`src/rtl/uart_rx_stream.sv`:
```
// uart_rx_stream: oversampling UART receiver, byte out via valid/ready.
// Define UART_RX_MAJORITY_EN for a 2-of-3 vote around the decision point.
module uart_rx_stream #(
  parameter int    CLOCK_FREQ = 50_000_000,
  parameter int    BAUD_RATE  = 115_200,
  parameter int    OVERSAMPLE = 16,
  parameter string PARITY     = "NONE"
) (
  input  logic       clk,
  input  logic       rst,
  input  logic       RX,
  output logic [7:0] m_data,
  output logic       m_valid,
  input  logic       m_ready,
  output logic       parity_err,
  output logic       frame_err,
  output logic       overrun
);

  localparam int SAMPLE_DIV = CLOCK_FREQ / (BAUD_RATE * OVERSAMPLE);
  localparam int DW = (SAMPLE_DIV > 1) ? $clog2(SAMPLE_DIV) : 1;
  localparam int OW = $clog2(OVERSAMPLE);
  localparam bit PAR_EN  = (PARITY != "NONE");
  localparam bit PAR_ODD = (PARITY == "ODD");
  localparam logic [DW-1:0] DIV_LAST = DW'(SAMPLE_DIV - 1);
  localparam logic [OW-1:0] OS_LAST  = OW'(OVERSAMPLE - 1);
  localparam logic [OW-1:0] OS_DEC   = OW'(OVERSAMPLE / 2 + 1);
`ifdef UART_RX_MAJORITY_EN
  localparam logic [OW-1:0] OS_V0 = OW'(OVERSAMPLE / 2 - 1);
  localparam logic [OW-1:0] OS_V1 = OW'(OVERSAMPLE / 2);
`endif

  if (SAMPLE_DIV < 1 || OVERSAMPLE < 8 || (OVERSAMPLE % 2) != 0)
  begin : g_bad_cfg
    $fatal(1, "uart_rx_stream: invalid CLOCK/BAUD/OVERSAMPLE");
  end
  if (PARITY != "NONE" && PARITY != "EVEN" && PARITY != "ODD")
  begin : g_bad_par
    $fatal(1, "uart_rx_stream: PARITY must be NONE, EVEN or ODD");
  end

  typedef enum logic [2:0] {
    S_IDLE,
    S_START,
    S_DATA,
    S_PARITY,
    S_STOP,
    S_WAIT_IDLE
  } state_e;

  state_e          state_q, state_d;
  logic            rx_meta_q, rx_s_q;
  logic [DW-1:0]   div_q, div_d;
  logic [OW-1:0]   os_q, os_d;
  logic [2:0]      bit_q, bit_d;
  logic [7:0]      shift_q, shift_d;
  logic            par_q, par_d;
  logic [7:0]      m_data_q, m_data_d;
  logic            m_valid_q, m_valid_d;
  logic            perr_q, perr_d;
  logic            ferr_q, ferr_d;
  logic            ovr_q, ovr_d;
`ifdef UART_RX_MAJORITY_EN
  logic [1:0]      smp_q, smp_d;
`endif

  logic tick, dec, end_p, bit_val, exp_par;

  assign tick  = (div_q == DIV_LAST);
  assign dec   = tick && (os_q == OS_DEC);
  assign end_p = tick && (os_q == OS_LAST);
  assign exp_par = PAR_ODD ? ~^shift_q : ^shift_q;

`ifdef UART_RX_MAJORITY_EN
  assign bit_val = (smp_q[0] & smp_q[1]) |
                   (smp_q[0] & rx_s_q) |
                   (smp_q[1] & rx_s_q);
`else
  assign bit_val = rx_s_q;
`endif

  always_comb begin
    state_d   = state_q;
    div_d     = tick ? '0 : div_q + DW'(1);
    os_d      = os_q;
    bit_d     = bit_q;
    shift_d   = shift_q;
    par_d     = par_q;
    m_data_d  = m_data_q;
    m_valid_d = m_valid_q;
    perr_d    = 1'b0;
    ferr_d    = 1'b0;
    ovr_d     = 1'b0;
`ifdef UART_RX_MAJORITY_EN
    smp_d = smp_q;
    if (tick && os_q == OS_V0) smp_d[0] = rx_s_q;
    if (tick && os_q == OS_V1) smp_d[1] = rx_s_q;
`endif
    if (tick) os_d = (os_q == OS_LAST) ? '0 : os_q + OW'(1);
    if (m_valid_q && m_ready) m_valid_d = 1'b0;

    unique case (state_q)
      S_IDLE: begin
        div_d = '0;
        os_d  = '0;
        if (!rx_s_q) state_d = S_START;
      end
      S_START: begin
        if (dec && bit_val) begin
          state_d = S_IDLE;
        end else if (end_p) begin
          state_d = S_DATA;
          bit_d   = 3'd0;
        end
      end
      S_DATA: begin
        if (dec) shift_d = {bit_val, shift_q[7:1]};
        if (end_p) begin
          bit_d = bit_q + 3'd1;
          if (bit_q == 3'd7) state_d = PAR_EN ? S_PARITY : S_STOP;
        end
      end
      S_PARITY: begin
        if (dec) par_d = bit_val;
        if (end_p) state_d = S_STOP;
      end
      S_STOP: begin
        // Leave at mid-stop-bit so a following start edge is not missed.
        if (dec) begin
          if (!bit_val) begin
            ferr_d  = 1'b1;
            state_d = S_WAIT_IDLE;
          end else if (PAR_EN && (par_q != exp_par)) begin
            perr_d  = 1'b1;
            state_d = S_IDLE;
          end else begin
            state_d = S_IDLE;
            if (!m_valid_q || m_ready) begin
              m_data_d  = shift_q;
              m_valid_d = 1'b1;
            end else begin
              ovr_d = 1'b1;
            end
          end
        end
      end
      S_WAIT_IDLE: begin
        div_d = '0;
        os_d  = '0;
        if (rx_s_q) state_d = S_IDLE;
      end
      default: state_d = S_IDLE;
    endcase
  end

  always_ff @(posedge clk) begin
    if (rst) begin
      state_q   <= S_IDLE;
      rx_meta_q <= 1'b1;
      rx_s_q    <= 1'b1;
      div_q     <= '0;
      os_q      <= '0;
      bit_q     <= 3'd0;
      shift_q   <= 8'h00;
      par_q     <= 1'b0;
      m_data_q  <= 8'h00;
      m_valid_q <= 1'b0;
      perr_q    <= 1'b0;
      ferr_q    <= 1'b0;
      ovr_q     <= 1'b0;
`ifdef UART_RX_MAJORITY_EN
      smp_q     <= 2'b11;
`endif
    end else begin
      state_q   <= state_d;
      rx_meta_q <= RX;
      rx_s_q    <= rx_meta_q;
      div_q     <= div_d;
      os_q      <= os_d;
      bit_q     <= bit_d;
      shift_q   <= shift_d;
      par_q     <= par_d;
      m_data_q  <= m_data_d;
      m_valid_q <= m_valid_d;
      perr_q    <= perr_d;
      ferr_q    <= ferr_d;
      ovr_q     <= ovr_d;
`ifdef UART_RX_MAJORITY_EN
      smp_q     <= smp_d;
`endif
    end
  end

  assign m_data     = m_data_q;
  assign m_valid    = m_valid_q;
  assign parity_err = perr_q;
  assign frame_err  = ferr_q;
  assign overrun    = ovr_q;

endmodule

```
`config.mk`:
```
export PLATFORM = sky130hd
export DESIGN_NAME = uart_rx_stream
export DESIGN_NICKNAME = d
export VERILOG_FILES = /design/src/rtl/uart_rx_stream.sv
export SDC_FILE = /design/constraint.sdc
export NUM_CORES = 1
export LEC_CHECK = 0
export ABC_AREA = 1
export ABC_CLOCK_PERIOD_IN_PS = 1300
export BUFFER_PORTS_ARGS = -buffer_cell sky130_fd_sc_hd__buf_2
export CORE_MARGIN = 1.5
export CORE_UTILIZATION = 40
export CTS_CLUSTER_SIZE = 24
export DETAILED_ROUTE_END_ITERATION = 12
export PLACE_DENSITY_LB_ADDON = 0.05
export RECOVER_POWER = 100
export SKIP_CTS_REPAIR_TIMING = 1
export SYNTH_ARGS = -nofsm -noshare
export SYNTH_HDL_FRONTEND = slang
export SYNTH_SLANG_ARGS = --single-unit
```
`constraint.sdc`:
```
create_clock -name clk -period 1.3 [get_ports clk]
set_input_delay 0.39 -clock clk [delete_from_list [all_inputs] [get_ports clk]]
set_output_delay 0.39 -clock clk [all_outputs]
set_load 0.01 [all_outputs]
```
Yosys cells after proc, flatten, opt, wreduce, memory -nomap -nowiden:

Index checks and enable logic that the tools add are counted.
W data, S select, Z words.

* eq/ne operators: 18
* add/subtract/negate cells: 3
* bitwise gates (word level): 3
* muxes and demuxes: 22
* reduce and logical (&&, ||, !) cells: 16

Operators with widths (number)
* $mux W3: 12
* $pmux W3 S6: 1
* $ne A2 B2 Y1 const B: 8
* $eq A3 B3 Y1 const B: 3
* $eq A4 B4 Y1 const B: 2
* $reduce_and A4 Y1: 2
* $reduce_or A4 Y1: 2
* $mux W1: 7
* $reduce_and A7 Y1: 1
* $eq A3 B2 Y1 const B: 2
* $pmux W3 S2: 1
* $reduce_or A3 Y1: 2
* $add A5 B1 Y5 const B: 1
* $eq A5 B5 Y1 const B: 1
* $add A4 B1 Y4 const B: 1
* $logic_and A1 B1 Y1: 4
* $mux W4: 1
* $add A3 B1 Y3 const B: 1
* $eq A3 B1 Y1 const B: 1
* $logic_not A3 Y1: 1
* $ne A3 B3 Y1 const B: 1
* $not A1 Y1: 3
* $reduce_and A2 Y1: 1
* $reduce_bool A2 Y1: 1
* 2 further kinds: 2

* bits of input ports: 4
* register bits after elaboration: 36
* logic and storage cells: 73
* output and inout bits: 12

Logic depth before layout (Yosys ltp):

Gate-level depths: netlist of run 1.

* word-level depth: 6
* mapped depth: 12
* gate-level depth less buffers: 12

Worst setup path before layout of run 1:

No wires, ideal clock.

* path type: flip-flop to flip-flop
* start: register div_q[0]
* end: register m_data_q[0], in the netlist m_data[0]
* setup time: 0.116 ns
* data arrival time: 1.278 ns
* setup slack: -0.094 ns
* cell stages (with the launch flop): 10
* clock period less this slack: 1.394 ns
* data required time: 1.184 ns
* cell sequence: dfxtp_1 -> inv_1 -> ha_1 -> nand2_2 -> nor2_8 -> nand2_4 -> clkinv_2 -> nand4_2 -> o21ai_0 -> nor2_1

* longest elaborated chain between the ends: 3

Ends and longest elaborated chain
* start, declared: RTL line 53 `logic [DW-1:0] div_q, div_d;`
* start signal, assigned: RTL line 178 `div_q <= div_d;`
* $eq A5 B5 Y1: RTL line 69 `assign tick = (div_q == DIV_LAST);`
* $logic_and A1 B1 Y1: RTL line 70 `assign dec = tick && (os_q == OS_DEC);`
* $reduce_and A4 Y1 (no source line)
* end signal, assigned: RTL line 183 `m_data_q <= m_data_d;`
* end, declared: RTL line 58 `logic [7:0] m_data_q, m_data_d;`

No other way between the ends.
A chain may end at the register's enable or synchronous reset.

Final worst setup path of run 1:

* start: register div_q[0]
* end: register state_q[2]

* longest elaborated chain between the ends: 5

Ends and longest elaborated chain
* $eq A5 B5 Y1 *: RTL line 69
* $logic_and A1 B1 Y1: RTL line 70
* $logic_and A1 B1 Y1: RTL line 109 `if (dec && bit_val) begin`
* $ne A3 B3 Y1 (no source line) or $mux W3 (tied branches)
* $reduce_and A7 Y1 (no source line) or $pmux W3 S6 (tied branches)
* end signal, assigned: RTL line 175 `state_q <= state_d;`
* end, declared: RTL line 51 `state_e state_q, state_d;`

Mark *: on every way between the ends. The rest lies on a longest branch, timed or not.

==> results by group, run 1 <==
Timing
  – Worst Clk Skew: 8.07 ps
  – Fin Hold WS: 278 ps
  – Final-report max-slew violation count: 0
  – RSZ-0062 raised after global routing: yes
  – Final min period: 1450 ps
  – Crit share post-route: 111%
  – Fin. Hold Viols: 0
  – Fmax: 691 MHz
  – Setup violations, final: 28
  – Fin worst setup slack: -146 ps
  – Final setup TNS: -1860 ps

Layout
  – Share of layout cells above drive strength 1: 39.0%
  – Final Util: 56.6%
  – Antenna cells: 0
  – Commonest cells after routing, fill and taps aside: nand2_1 (32), dfxtp_1 (31), buf_4 (23), inv_1 (19), nor2_1 (18)
  – Final Cell Area: 2250 sq um
  – Syn-to-layout area delta: 37.2%
  – Non-Filler Instances: 304
  – Final nets: 263
  – Leading cell type in the layout, fill and taps excluded: nand2_1

Floorplan
  – I/O pins: 16
  – Die outline area: 4490 sq um
  – DIE HEIGHT: 67.0 um
  – Die width: 67.0 um
  – Core Rows: 23
  – Initial Util: 41.3%
  – Core Area: 3970 sq um

Status
  – Failing checks: setup timing
  – Status: finished, violations left

Synthesis
  – Syn_area_per_cell: 7.73 sq um
  – Cell Area, Synth: 1640 sq um
  – Syn Inst Count: 212
  – Post-synthesis cell type count: 30
  – Area contributors post-synth: dfxtp_1 (44%), nand2_1 (9.2%), a21oi_1 (6.7%)
  – Share of the synthesized area in the top cell type: 44.0%
  – Ys Warns: 0
  – Mapped Nets: 222
  – Leading area contributor after synthesis: dfxtp_1
  – Synth Register Bits: 36
  – Seq/Total Area, Yosys: 44.0%
  – Leading register cell type out of synthesis: dfxtp_1
  – EDFF count, synth: 0
  – Post-synthesis async set-or-reset flop share: 0%

Global route
  – Overall Global Routing Usage: 17.4%
  – GR Overflow Total: 0
  – Largest net degree at the start of global routing: 13
  – GR peak layer: met2
  – Routing usage on met2: 26.1%
  – Antenna violations before repair: 0
  – GR Util met1: 22.7%
  – GR Util met3: 5.57%
  – Vias in the first global route: 1274
  – First-pass GRT wire length: 5730 um

Clocking
  – CTS sink count: 36
  – Total CTS buffers: 5
  – Clock H-tree levels: 2
  – Worst-skew pair later-pin latency: 290 ps
  – Root buffer cell: clkbuf_8
  – CTS tree: done
  – Clock Path Buffers: 2
  – CTS clk-pin slew, worst paths: 80 ps

Setup path
  – Endpoint type of the worst setup path: register
  – R2R Setup Slk: -150 ps
  – Crit-path max FO: 5
  – CP Class: register to register
  – Crit path DAT: 1680 ps
  – Element type at the critical path start: register
  – Data required time of the critical path: 1540 ps

Route
  – Drt first pass iters: 4
  – Total Wirelength: 3590 um
  – Vias per inst: 4.75
  – Drt initial violations: 71
  – Via count: 1443
  – Routed Antenna Nets: 0
  – DRC: 0
  – Wire per inst: 11.8 um

Power
  – Sequential share of power: 38.1%
  – Cell internal pwr: 2.16 mW
  – Clock Power Share: 29.9%
  – Switch share: 34.2%
  – Leak: 0.950 nW
  – Power per cell area: 1460 nW/um^2
  – Combinational Power Share: 32.1%
  – Total power: 3.29 mW
  – Peak supply drop: 1150 uV
  – Sw Pwr: 1.12 mW

Placement
  – Placed Cells: 288
  – I/O Buffers: 14
  – Dpl hpwl: 2610 um
  – Place WS: -146 ps
  – Post-Place Cell Area: 1920 sq um
  – Routability congestion estimate: 0.821

Hold path
  – Worst hold path class: input pin to register

Job
  – MaxCap Viol Count: 0
[state kept, by name (all words and copies together) (netlist names)]
| name | flops |
|---|---|
| bit_q | 3 |
| bit_val | 1 |
| div_q | 5 |
| frame_err | 1 |
| m_data | 8 |
| m_valid | 1 |
| os_q | 4 |
| overrun | 1 |
| rx_meta_q | 1 |
| shift_q | 8 |
| state_q | 3 |
[metal layers]
layer / wire (um) / vias up
met5: 0 / -
met4: 58 / 0
met3: 110 / 6
met2: 1630 / 16
met1: 1790 / 659
li1: - / 762
[kinds of logic (layout without fill, tap and decap cells)]
group | Yosys count | count (layout) | share of synthesized area, %
compound gates | 36 | 36 | 11.8
xor+xnor | 2 | 2 | 1.07
flops | 36 | 36 | 44.0
simple gates | 100 | 100 | 30.5
buf+inv | 31 | 73 | 7.86
other cells | 1 | 1 | 0.229
fa+ha+maj | 6 | 6 | 4.58
[final cells by class]
type,count,area [sq um]
timing repair buffer,40,300
inverter,25,98.8
clock buffer,6,72.6
fill,372,1720
tap,50,62.6
sequential,36,727
multi-input combinational,145,952
clock inverter,2,35.0
[final timing paths]
path / from / endpoint / cells after the start
setup / recovery: div_q[0]$_SDFF_PP0_ / state_q[2]$_SDFFE_PP0P_ / 12
hold / removal: RX / rx_meta_q$_SDFF_PP1_ / 2
setup reg to reg: div_q[0]$_SDFF_PP0_ / state_q[2]$_SDFFE_PP0P_ / 12
hold reg to reg: rx_meta_q$_SDFF_PP1_ / bit_val$_SDFF_PP1_ / 1
[critical path, cell delays in order (launching register included)]
cell     delay [ps]
dfxtp_2         330
inv_2            60
ha_4            140
nand2_4          60
nor2_8          170
nand2_4          80
nand2_1          60
nand2_1          60
nor2_2          110
nand2_2         100
nand2_1          70
nand2_1          40
nor2_1          110
[cell usage after synthesis, types with 3 or more instances]
| cell | number |
|---|---|
| nor2_2 | 3 |
| a21oi_1 | 22 |
| dfxtp_1 | 36 |
| nor2_1 | 22 |
| o21ai_0 | 9 |
| nor2_4 | 3 |
| nand3_1 | 13 |
| inv_2 | 4 |
| inv_1 | 20 |
| clkbuf_1 | 4 |
| ha_1 | 6 |
| nor3_1 | 6 |
| nand2_1 | 40 |
| nand2_2 | 4 |
[power by group through the flow]
stage | logic [mW] | clock network, mW | registers [mW]
floorplan | 0.665 | 0 | 1.27
global placement | 0.866 | 0 | 1.27
detailed placement | 0.872 | 0 | 1.27
CTS | 0.876 | 0.999 | 1.25
global route | 1.18 | 1.05 | 1.26
finish | 1.05 | 0.981 | 1.25
(Power assumes the default switching activity.)
==> inputs of run 2 (changes only) <==
--- a/config.mk
+++ b/config.mk
@@ -8,6 +8,7 @@
 export ABC_AREA = 1
 export ABC_CLOCK_PERIOD_IN_PS = 1300
 export BUFFER_PORTS_ARGS = -buffer_cell sky130_fd_sc_hd__buf_2
+export CORE_ASPECT_RATIO = 1.2
 export CORE_MARGIN = 1.5
 export CORE_UTILIZATION = 40
 export CTS_CLUSTER_SIZE = 24
==> results by group, run 2 (synthesis results as in run 1) <==
Setup path
  – Reg2Reg Capture Point: state_q[2]$_SDFFE_PP0P_
  – Crit path DAT: 1660 ps
  – Worst path cell trace: inv_2 -> ha_4 -> nand2_4 -> nor2_8 -> nand2_4 -> nand2_2 -> nand2_2 -> nor2_4 -> nand2_4 -> nand2_2 -> nand2_1 -> nor2_1
  – Data required time of the critical path: 1530 ps
  – Crit-path max FO: 5
  – R2R Setup Slk: -130 ps
  – CP Class: register to register
  – Element type at the critical path start: register
  – Endpoint type of the worst setup path: register
  – Worst reg2reg path depth: 12
  – Crit Reg-Reg Startpoint: div_q[0]$_SDFF_PP0_
  – Slowest-stage cell, CP: dfxtp_2
  – Crit-path max cell delay: 330 ps

Placement
  – Placed Cells: 291
  – Routability congestion estimate: 0.878
  – Dpl hpwl: 2510 um
  – I/O Buffers: 14

Timing
  – Fin Hold WS: 284 ps
  – Worst Clk Skew: 3.82 ps
  – Fin. Hold Viols: 0
  – Final min period: 1430 ps
  – Fmax: 697 MHz
  – Crit share post-route: 110%
  – RSZ-0062 raised after global routing: yes
  – Setup violations, final: 16
  – Fin worst setup slack: -134 ps
  – Final-report max-slew violation count: 0

Layout
  – Commonest cells after routing, fill and taps aside: nand2_1 (34), dfxtp_1 (31), nor2_1 (20)
  – Final nets: 257
  – Leading cell type in the layout, fill and taps excluded: nand2_1
  – Syn-to-layout area delta: 30.0%
  – Final-layout fill cell count: 404
  – Antenna cells: 0
  – Share of layout cells above drive strength 1: 32.7%
  – Non-Filler Instances: 302
  – Final Util: 54.1%

Status
  – Status: finished, violations left
  – Failing checks: setup timing

Global route
  – GR Overflow Total: 0
  – Largest net degree at the start of global routing: 13
  – Antenna violations before repair: 0
  – First-pass GRT wire length: 5510 um
  – Vias in the first global route: 1337
  – Overall Global Routing Usage: 16.6%

Floorplan
  – Initial Util: 41.6%
  – I/O pins: 16
  – Die width: 61.4 um
  – Core Area: 3940 sq um
  – DIE HEIGHT: 73.1 um
  – Die outline area: 4490 sq um
  – Core Rows: 25

Clocking
  – Total CTS buffers: 5
  – CTS tree: done
  – CTS sink count: 36
  – Clock H-tree levels: 2
  – CTS clk-pin slew, worst paths: 70 ps
  – Clock Path Buffers: 2
  – Root buffer cell: clkbuf_8
  – Worst-skew pair later-pin latency: 290 ps

Hold path
  – Min-Delay Endpoint: rx_meta_q$_SDFF_PP1_
  – Hold Path Depth: 2
  – Hold_sp: RX
  – Worst hold path class: input pin to register

Route
  – Drt initial violations: 42
  – Drt first pass iters: 4
  – DRC: 0
  – Wire per inst: 11.6 um
  – Routed Antenna Nets: 0
  – Total Wirelength: 3510 um
  – Vias per inst: 4.70
  – Via count: 1420

Power
  – Leak: 0.878 nW
  – Peak supply drop: 615 uV
  – Power per cell area: 1530 nW/um^2

Job
  – MaxCap Viol Count: 0
run 2: changes by cell type in the layout (fill, tap and decap cells not counted), moves of 3 or more:
cell      change
buf_2         -6
clkbuf_1      +6
buf_4         -5
a21oi_1       +4
a21oi_2       -4
nor2_2        -4
nand3_2       +3
nor3_1        +3
nor3_2        -3
run 2: final cells by class:
type | instances | area [sq um] | share of cell area [%]
Clock inverter | 2 | 35.0 | 1.64
Clock buffer | 6 | 72.6 | 3.41
Timing Repair Buffer | 34 | 216 | 10.2
Sequential cell | 36 | 727 | 34.1
Multi-Input combinational cell | 145 | 911 | 42.7
Inverter | 25 | 101 | 4.76
Tap cell | 54 | 67.6 | 3.17
run 2: worst max-delay path: cells and delay by family (launching register included):
family                     cells  cell delay, ps
adders and majority gates      1             140
buffers and inverters          1              60
DFF                            1             330
and+or+nand+nor               10             850
run 2: report_power, final:
part,internal [mW],switching [mW]
combinational,0.382,0.662
clock,0.569,0.388
sequential,1.18,0.0826
total,2.13,1.13
run 2: worst max-delay path by stage:
| stage | startpoint | end | slack (ps) |
|---|---|---|---|
| after floorplan | div_q[0]$_SDFF_PP0_ | state_q[0]$_SDFFE_PP0P_ | -20 |
| after global placement | os_q[1]$_SDFFE_PP0N_ | state_q[0]$_SDFFE_PP0P_ | -90 |
| after detailed placement | os_q[0]$_SDFFE_PP0N_ | state_q[0]$_SDFFE_PP0P_ | -140 |
| after CTS | os_q[0]$_SDFFE_PP0N_ | state_q[0]$_SDFFE_PP0P_ | -170 |
| after global routing | div_q[0]$_SDFF_PP0_ | state_q[0]$_SDFFE_PP0P_ | -270 |
| final | div_q[0]$_SDFF_PP0_ | state_q[2]$_SDFFE_PP0P_ | -130 |
run 2: metrics by stage:
| stage | setup WS, ps | power, mW | setup TNS, ps | cell area, sq um |
|---|---|---|---|---|
| finish | -134 | 3.26 | -894 | 2130 |
| global route | -269 | 3.46 | -3190 | 2130 |
| CTS | -170 | 3.12 | -2180 | 2020 |
| detailed placement | -143 | 2.15 | -1590 | 1910 |
| global placement | -90.5 | 2.13 | -752 | 1910 |
| floorplan | -24.0 | 1.94 | -48.0 | 1680 |
run 2: metal layers:
| metal | vias to the layer above | global-route usage (%) | part of all wire [%] |
|---|---|---|---|
| li1 | 744 | - | - |
| met1 | 642 | 18.6 | 43 |
| met2 | 28 | 28.3 | 52 |
| met3 | 6 | 5.32 | 3.6 |
| met4 | 0 | 7.09 | 1.7 |
| met5 | - | 0 | 0 |
